===== config.mk =====
export PLATFORM = sky130hd
export DESIGN_NAME = dsc_con_cache_arb
export DESIGN_NICKNAME = d
export VERILOG_FILES = /design/src/rtl/dsc_con_cache_arb.sv
export SDC_FILE = /design/constraint.sdc
export NUM_CORES = 1
export LEC_CHECK = 0
export CAP_MARGIN = 15
export CORE_AREA = 2 2 50 63
export DETAILED_ROUTE_END_ITERATION = 10
export DIE_AREA = 0 0 52 65
export PLACE_DENSITY_LB_ADDON = 0.3
export SETUP_SLACK_MARGIN = 0.5
export SYNTH_ARGS = -nofsm -noshare
export SYNTH_HDL_FRONTEND = slang
export SYNTH_SLANG_ARGS = --single-unit

===== constraint.sdc =====
create_clock -name CLK -period 1.9 [get_ports CLK]
set_clock_uncertainty 0.15 [all_clocks]
set_input_delay 0.285 -clock CLK [delete_from_list [all_inputs] [get_ports CLK]]
set_output_delay 0.285 -clock CLK [all_outputs]
set_load 0.005 [all_outputs]

===== src/rtl/dsc_con_cache_arb.sv =====
// Access controller for the DMA descriptor connection cache: write pass-through,
// round-robin read arbitration, per-entry valid tracking and a tagged response pipe.
module dsc_con_cache_arb #(
  parameter int DATA_WIDTH = 13,
  parameter int ADDR_WIDTH = 2,
  parameter int NUM_RD     = 2
) (
  input  logic                  CLK,
  input  logic                  SRST,
  input  logic                  wr_req,
  input  logic [ADDR_WIDTH-1:0] wr_addr,
  input  logic [DATA_WIDTH-1:0] wr_data,
  input  logic                  inv_all,
  input  logic [NUM_RD-1:0]     rd_req,
  input  logic [ADDR_WIDTH-1:0] rd_addr0,
  input  logic [ADDR_WIDTH-1:0] rd_addr1,
  output logic [NUM_RD-1:0]     rd_gnt,
  output logic                  rd_valid,
  output logic                  rd_id,
  output logic                  rd_hit,
  output logic [DATA_WIDTH-1:0] rd_data,
  output logic                  mem_w_en,
  output logic [ADDR_WIDTH-1:0] mem_w_addr,
  output logic [DATA_WIDTH-1:0] mem_w_data,
  output logic [ADDR_WIDTH-1:0] mem_r_addr,
  output logic                  mem_r_addr_en,
  output logic                  mem_r_data_en,
  output logic                  mem_srst_n,
  input  logic [DATA_WIDTH-1:0] mem_r_data
);

  localparam int DEPTH = 1 << ADDR_WIDTH;

  logic [DEPTH-1:0]  valid_q;
  logic              rr_q;       // 0: requester 0 favoured
  logic              s1_valid_q;
  logic              s1_id_q;
  logic              s1_hit_q;
  logic [NUM_RD-1:0] eligible;
  logic [NUM_RD-1:0] gnt;
  logic              gnt_id;

  // A requester whose index is being written this cycle sits out one cycle so
  // the read never races the write inside the RAM.
  always_comb begin
    // NOTE: every combinational output gets a default first so no latch is inferred.
    eligible    = '0;
    eligible[0] = rd_req[0] & ~(wr_req & (rd_addr0 == wr_addr));
    eligible[1] = rd_req[1] & ~(wr_req & (rd_addr1 == wr_addr));
    gnt = '0;
    if (!SRST) begin
      if (!rr_q) begin
        if (eligible[0])      gnt = 2'b01;
        else if (eligible[1]) gnt = 2'b10;
      end else begin
        if (eligible[1])      gnt = 2'b10;
        else if (eligible[0]) gnt = 2'b01;
      end
    end
    gnt_id = gnt[1];
  end

  assign rd_gnt        = gnt;
  assign mem_r_addr    = gnt_id ? rd_addr1 : rd_addr0;
  assign mem_r_addr_en = |gnt;
  assign mem_r_data_en = s1_valid_q;
  assign mem_w_en      = wr_req & ~SRST;
  assign mem_w_addr    = wr_addr;
  assign mem_w_data    = wr_data;
  assign mem_srst_n    = ~SRST;
  assign rd_data       = mem_r_data;

  // Only the valid bits are reset; the RAM contents are meaningless until an
  // entry is written, which the valid bits already express.
  always_ff @(posedge CLK) begin
    // NOTE: sequential state uses non-blocking assignments so every register
    // samples pre-edge values regardless of statement order.
    if (SRST) begin
      valid_q    <= '0;
      rr_q       <= 1'b0;
      s1_valid_q <= 1'b0;
      s1_id_q    <= 1'b0;
      s1_hit_q   <= 1'b0;
      rd_valid   <= 1'b0;
      rd_id      <= 1'b0;
      rd_hit     <= 1'b0;
    end else begin
      if (inv_all)     valid_q <= '0;
      else if (wr_req) valid_q[wr_addr] <= 1'b1;

      if (|gnt) rr_q <= ~gnt_id;

      // Hit is sampled from the pre-edge valid bits, matching the data the
      // RAM address register captures at this same edge.
      s1_valid_q <= |gnt;
      s1_id_q    <= gnt_id;
      s1_hit_q   <= valid_q[mem_r_addr];
      rd_valid   <= s1_valid_q;
      rd_id      <= s1_id_q;
      rd_hit     <= s1_hit_q;
    end
  end

endmodule


==> results.txt <==
The run finished, with violations left. The checks that failed: setup timing. After synthesis, the netlist uses 26 different library cells.

The tools report the critical path endpoint category as a primary output. The worst-skew pair later-pin latency was 270 ps; the share of the synthesized area in the top cell type was 0.275. The run gives 0.00138 sq mm as the cell area after layout. The clock net in this run drives a total of 11 sinks.

Dividing the synthesized area by the synthesized cell count gives 8.26 sq um. In the synthesized netlist the dominant register cell turns out to be dfxtp_1. The most area-hungry cell type in the Yosys netlist is dfxtp_1.

The vertical die dimension is 65 microns. The worst register-to-register path begins at rr_q$_SDFFE_PP0P_. The number of antenna violations at the first check in global routing was 0. Proportion of power drawn by combinational gates: 0.413. The worst path in the final design needs a cycle of 2020 ps, including I/O delays and setup. The total design power was 693 uW; the count of routing violations after the opening detailed-route iteration was 17. Prior to clock tree synthesis, the placed netlist has a worst setup slack of -898 ps. Relative to the synthesized area, the layout overhead comes to 71.7%.

The worst hold-check slack was 284 ps. Input and output buffers added on the ports amount to 24. The tools report the setup slack of the critical path after layout as -116 ps.

The worst hold path begins at rd_req[1]. For this run, the top clock speed supported by timing is 496 MHz. Total number of vias: 801. Setup violations remaining at the end of the flow were counted as 3.

The critical path is of the in -> out type. In the routed design, unresolved DRC markers number 0. The tools report the final sum of negative setup slack as -165 ps. The overall routing resource usage was 0.159. The share of synthesized area occupied by flip-flops and latches was 0.275. Synthesis produced a netlist whose cell count is 97. The pre-antenna-repair detailed-routing pass consisted of 4 iterations. The clock-pin slew on the worst setup and hold paths is 70 ps, and the netlist area before placement is 801 sq um. Count of state elements after synthesis: 11.

The tool flagged a number of max-cap violations equal to 0. Routability-driven placement finished with a final weighted congestion of 0.759. Via count of the first global-routing pass: 874. TritonCTS built the clock tree. The ratio of total power to cell area was 504 mW/mm^2; the total congestion overflow was 0. In this run the standard cell core region covers 0.00284 sq mm.

The tools report the kind of start point of the critical path as an input port. The count of nets left with antenna violations once routing finished came out at 0. The tools report the CTS root buffer as clkbuf_4. For the pin with the worst max-slew slack, the measured transition is 381 ps. The logs give 0.616 nW for the standby leakage power and 0 for the final number of hold-violating endpoints. The worst endpoint data arrival time was 1580 ps. The fraction of layout cells with a size suffix above 1 came out at 0.582.

Measured along the x axis, the die boundary spans 52 microns. For the final net count, the log shows 173. For the worst ir drop on vdd, the log shows 300 uV. In this run the worst hold path is classified as in -> reg. The Yosys step of the flow raised 0 warnings. The leading cell type by number of instances after synthesis was buf_4. The tools report the number of buffers inserted by hold repair at cts as 0.

The maximum level of the CTS H-tree is 1. The die covers 0.00338 sq mm. The vias per cell is 4.71.

The sequential fraction of design power is 0.356, and the post-DP HPWL is 1570 microns. For this design the top-level I/O count stands at 77. The logs give 2 for the buffer depth of the longest clock path and 268 for the number of inserted filler cells in the final layout. Data on the critical path is required at its endpoint by 1460 ps. For the synthesized netlist net count, the log shows 135.

The logs give 0.746 for the worst slew margin relative to its limit and 2390 microns for the total wire length. Final clock period utilization by the worst path: 1.06. 0 antenna diodes ended up in the layout. For this design the total switching power over the nets is 197 uW. The biggest fanout along the worst timing path works out to 2. The switching share of total power came out at 0.285. Final count of pins violating max slew: 0. Setup repair after global routing could not meet its margin everywhere. After detailed routing, the average wire length per cell comes to 14.1 microns. The tools report the launching element of the worst setup path as wr_addr[0]. Row generation in the floorplan step produced 22 rows.

The fraction of synthesis flops using an asynchronous set or reset pin is 0. The portion of total power attributed to the clock network was 0.231. Ranked by total cell area, the synthesized netlist is headed by dfxtp_1 28%, buf_4 26%, xnor2_1 4.4%. The first-pass GRT wire length is 3960 microns, and the number of synthesized flops with an enable pin is 0. In this run the cell area measured after placement is 0.00105 sq mm. Clock tree synthesis inserted a total of 3 buffers. For the pin count of the biggest net entering global routing, the log shows 11. Starting density of the core: 0.282. In the synthesized netlist, the cells that appear most often are 28 x buf_4, 11 x dfxtp_1, 7 x nand2_1.

Internal power: 496 uW.
==> cell usage in the layout (no fill, tap or decap), drive strengths merged, types with 2 or more instances in the layout <==
| cell | netlist | layout |
|---|---|---|
| a21oi | 3 | 3 |
| nor2b | 4 | 4 |
| inv | 4 | 4 |
| a211oi | 2 | 2 |
| dlygate4sd2 | 0 | 7 |
| nor2 | 4 | 4 |
| a311oi | 3 | 3 |
| a311o | 2 | 2 |
| o21ai | 2 | 2 |
| buf | 28 | 51 |
| a31oi | 4 | 4 |
| dfxtp | 11 | 11 |
| nor3 | 4 | 4 |
| clkbuf | 2 | 6 |
| nand3 | 3 | 3 |
| a22oi | 2 | 2 |
| nand2b | 4 | 4 |
| nand2 | 7 | 7 |
| xnor2 | 4 | 4 |
==> repair_timing <==
item                       4_1_cts  5_1_grt
setup endpoints to repair       17       11
pin swaps                       15        6
setup buffers                   14        3
gates resized for setup        108       10
==> through the flow <==
step / std cells / utilization
final: 170 / 0.485
after global routing: 170 / 0.485
after CTS: 167 / 0.467
after detailed placement: 149 / 0.371
after global placement: 149 / 0.371
after floorplan: 97 / -
==> worst max-delay path: stages <==
cell      delay [ps]
buf_12           110
buf_12           120
xnor2_4          150
a311oi_4         290
nor2_2            90
buf_4            140
mux2_4           290
buf_6            110
==> sequential cells by signal (all words and copies together), names as in the netlist <==
register / flops
rr_q: 1
rd_valid: 1
mem_r_data_en: 1
s1_id_q: 1
s1_hit_q: 1
rd_hit: 1
rd_id: 1
valid_q: 4
==> power by group through the flow <==
stage,combinational [mW],sequential (mW),clock [mW]
6_report,0.287,0.247,0.160
5_1_grt,0.307,0.248,0.177
4_1_cts,0.265,0.247,0.165
3_5_place_dp,0.194,0.252,0
3_3_place_gp,0.192,0.251,0
2_1_floorplan,0.117,0.251,0
==> cell type report <==
type	count	area, sq um	area share
inverters	5	20.0	0.0146
clock buffers	4	26.3	0.0191
repair buffers	63	587	0.427
flip-flops and latches	11	221	0.161
well taps	36	45.0	0.0328
multi-input cells	51	475	0.346
==> path summary, 6_finish.rpt <==
check / endpoint / slack (ps) / depth (start not counted)
worst max register to register: s1_hit_q$_SDFF_PP0_ / 280 / 7
worst max-delay path: mem_r_addr[1] / -120 / 8
worst min-delay path: mem_r_data_en$_SDFF_PP0_ / 280 / 4
worst min register to register: rd_hit$_SDFF_PP0_ / 290 / 1
==> metal layers <==
metal | track usage | wire [microns] | vias to the layer above
li1 | - | - | 382
met1 | 0.155 | 797 | 365
met2 | 0.296 | 1320 | 40
met3 | 0.0576 | 195 | 14
met4 | 0.0559 | 78 | 0
met5 | 0 | 0 | -
==> kinds of logic after synthesis <==
kind of cell | count (synthesis) | share of synthesized area
xor+xnor | 4 | 0.0437
buf+inv | 35 | 0.295
compound gates | 20 | 0.206
simple gates | 26 | 0.161
mux | 1 | 0.0187
flops | 11 | 0.275
Power figures use the tool's default switching activity.
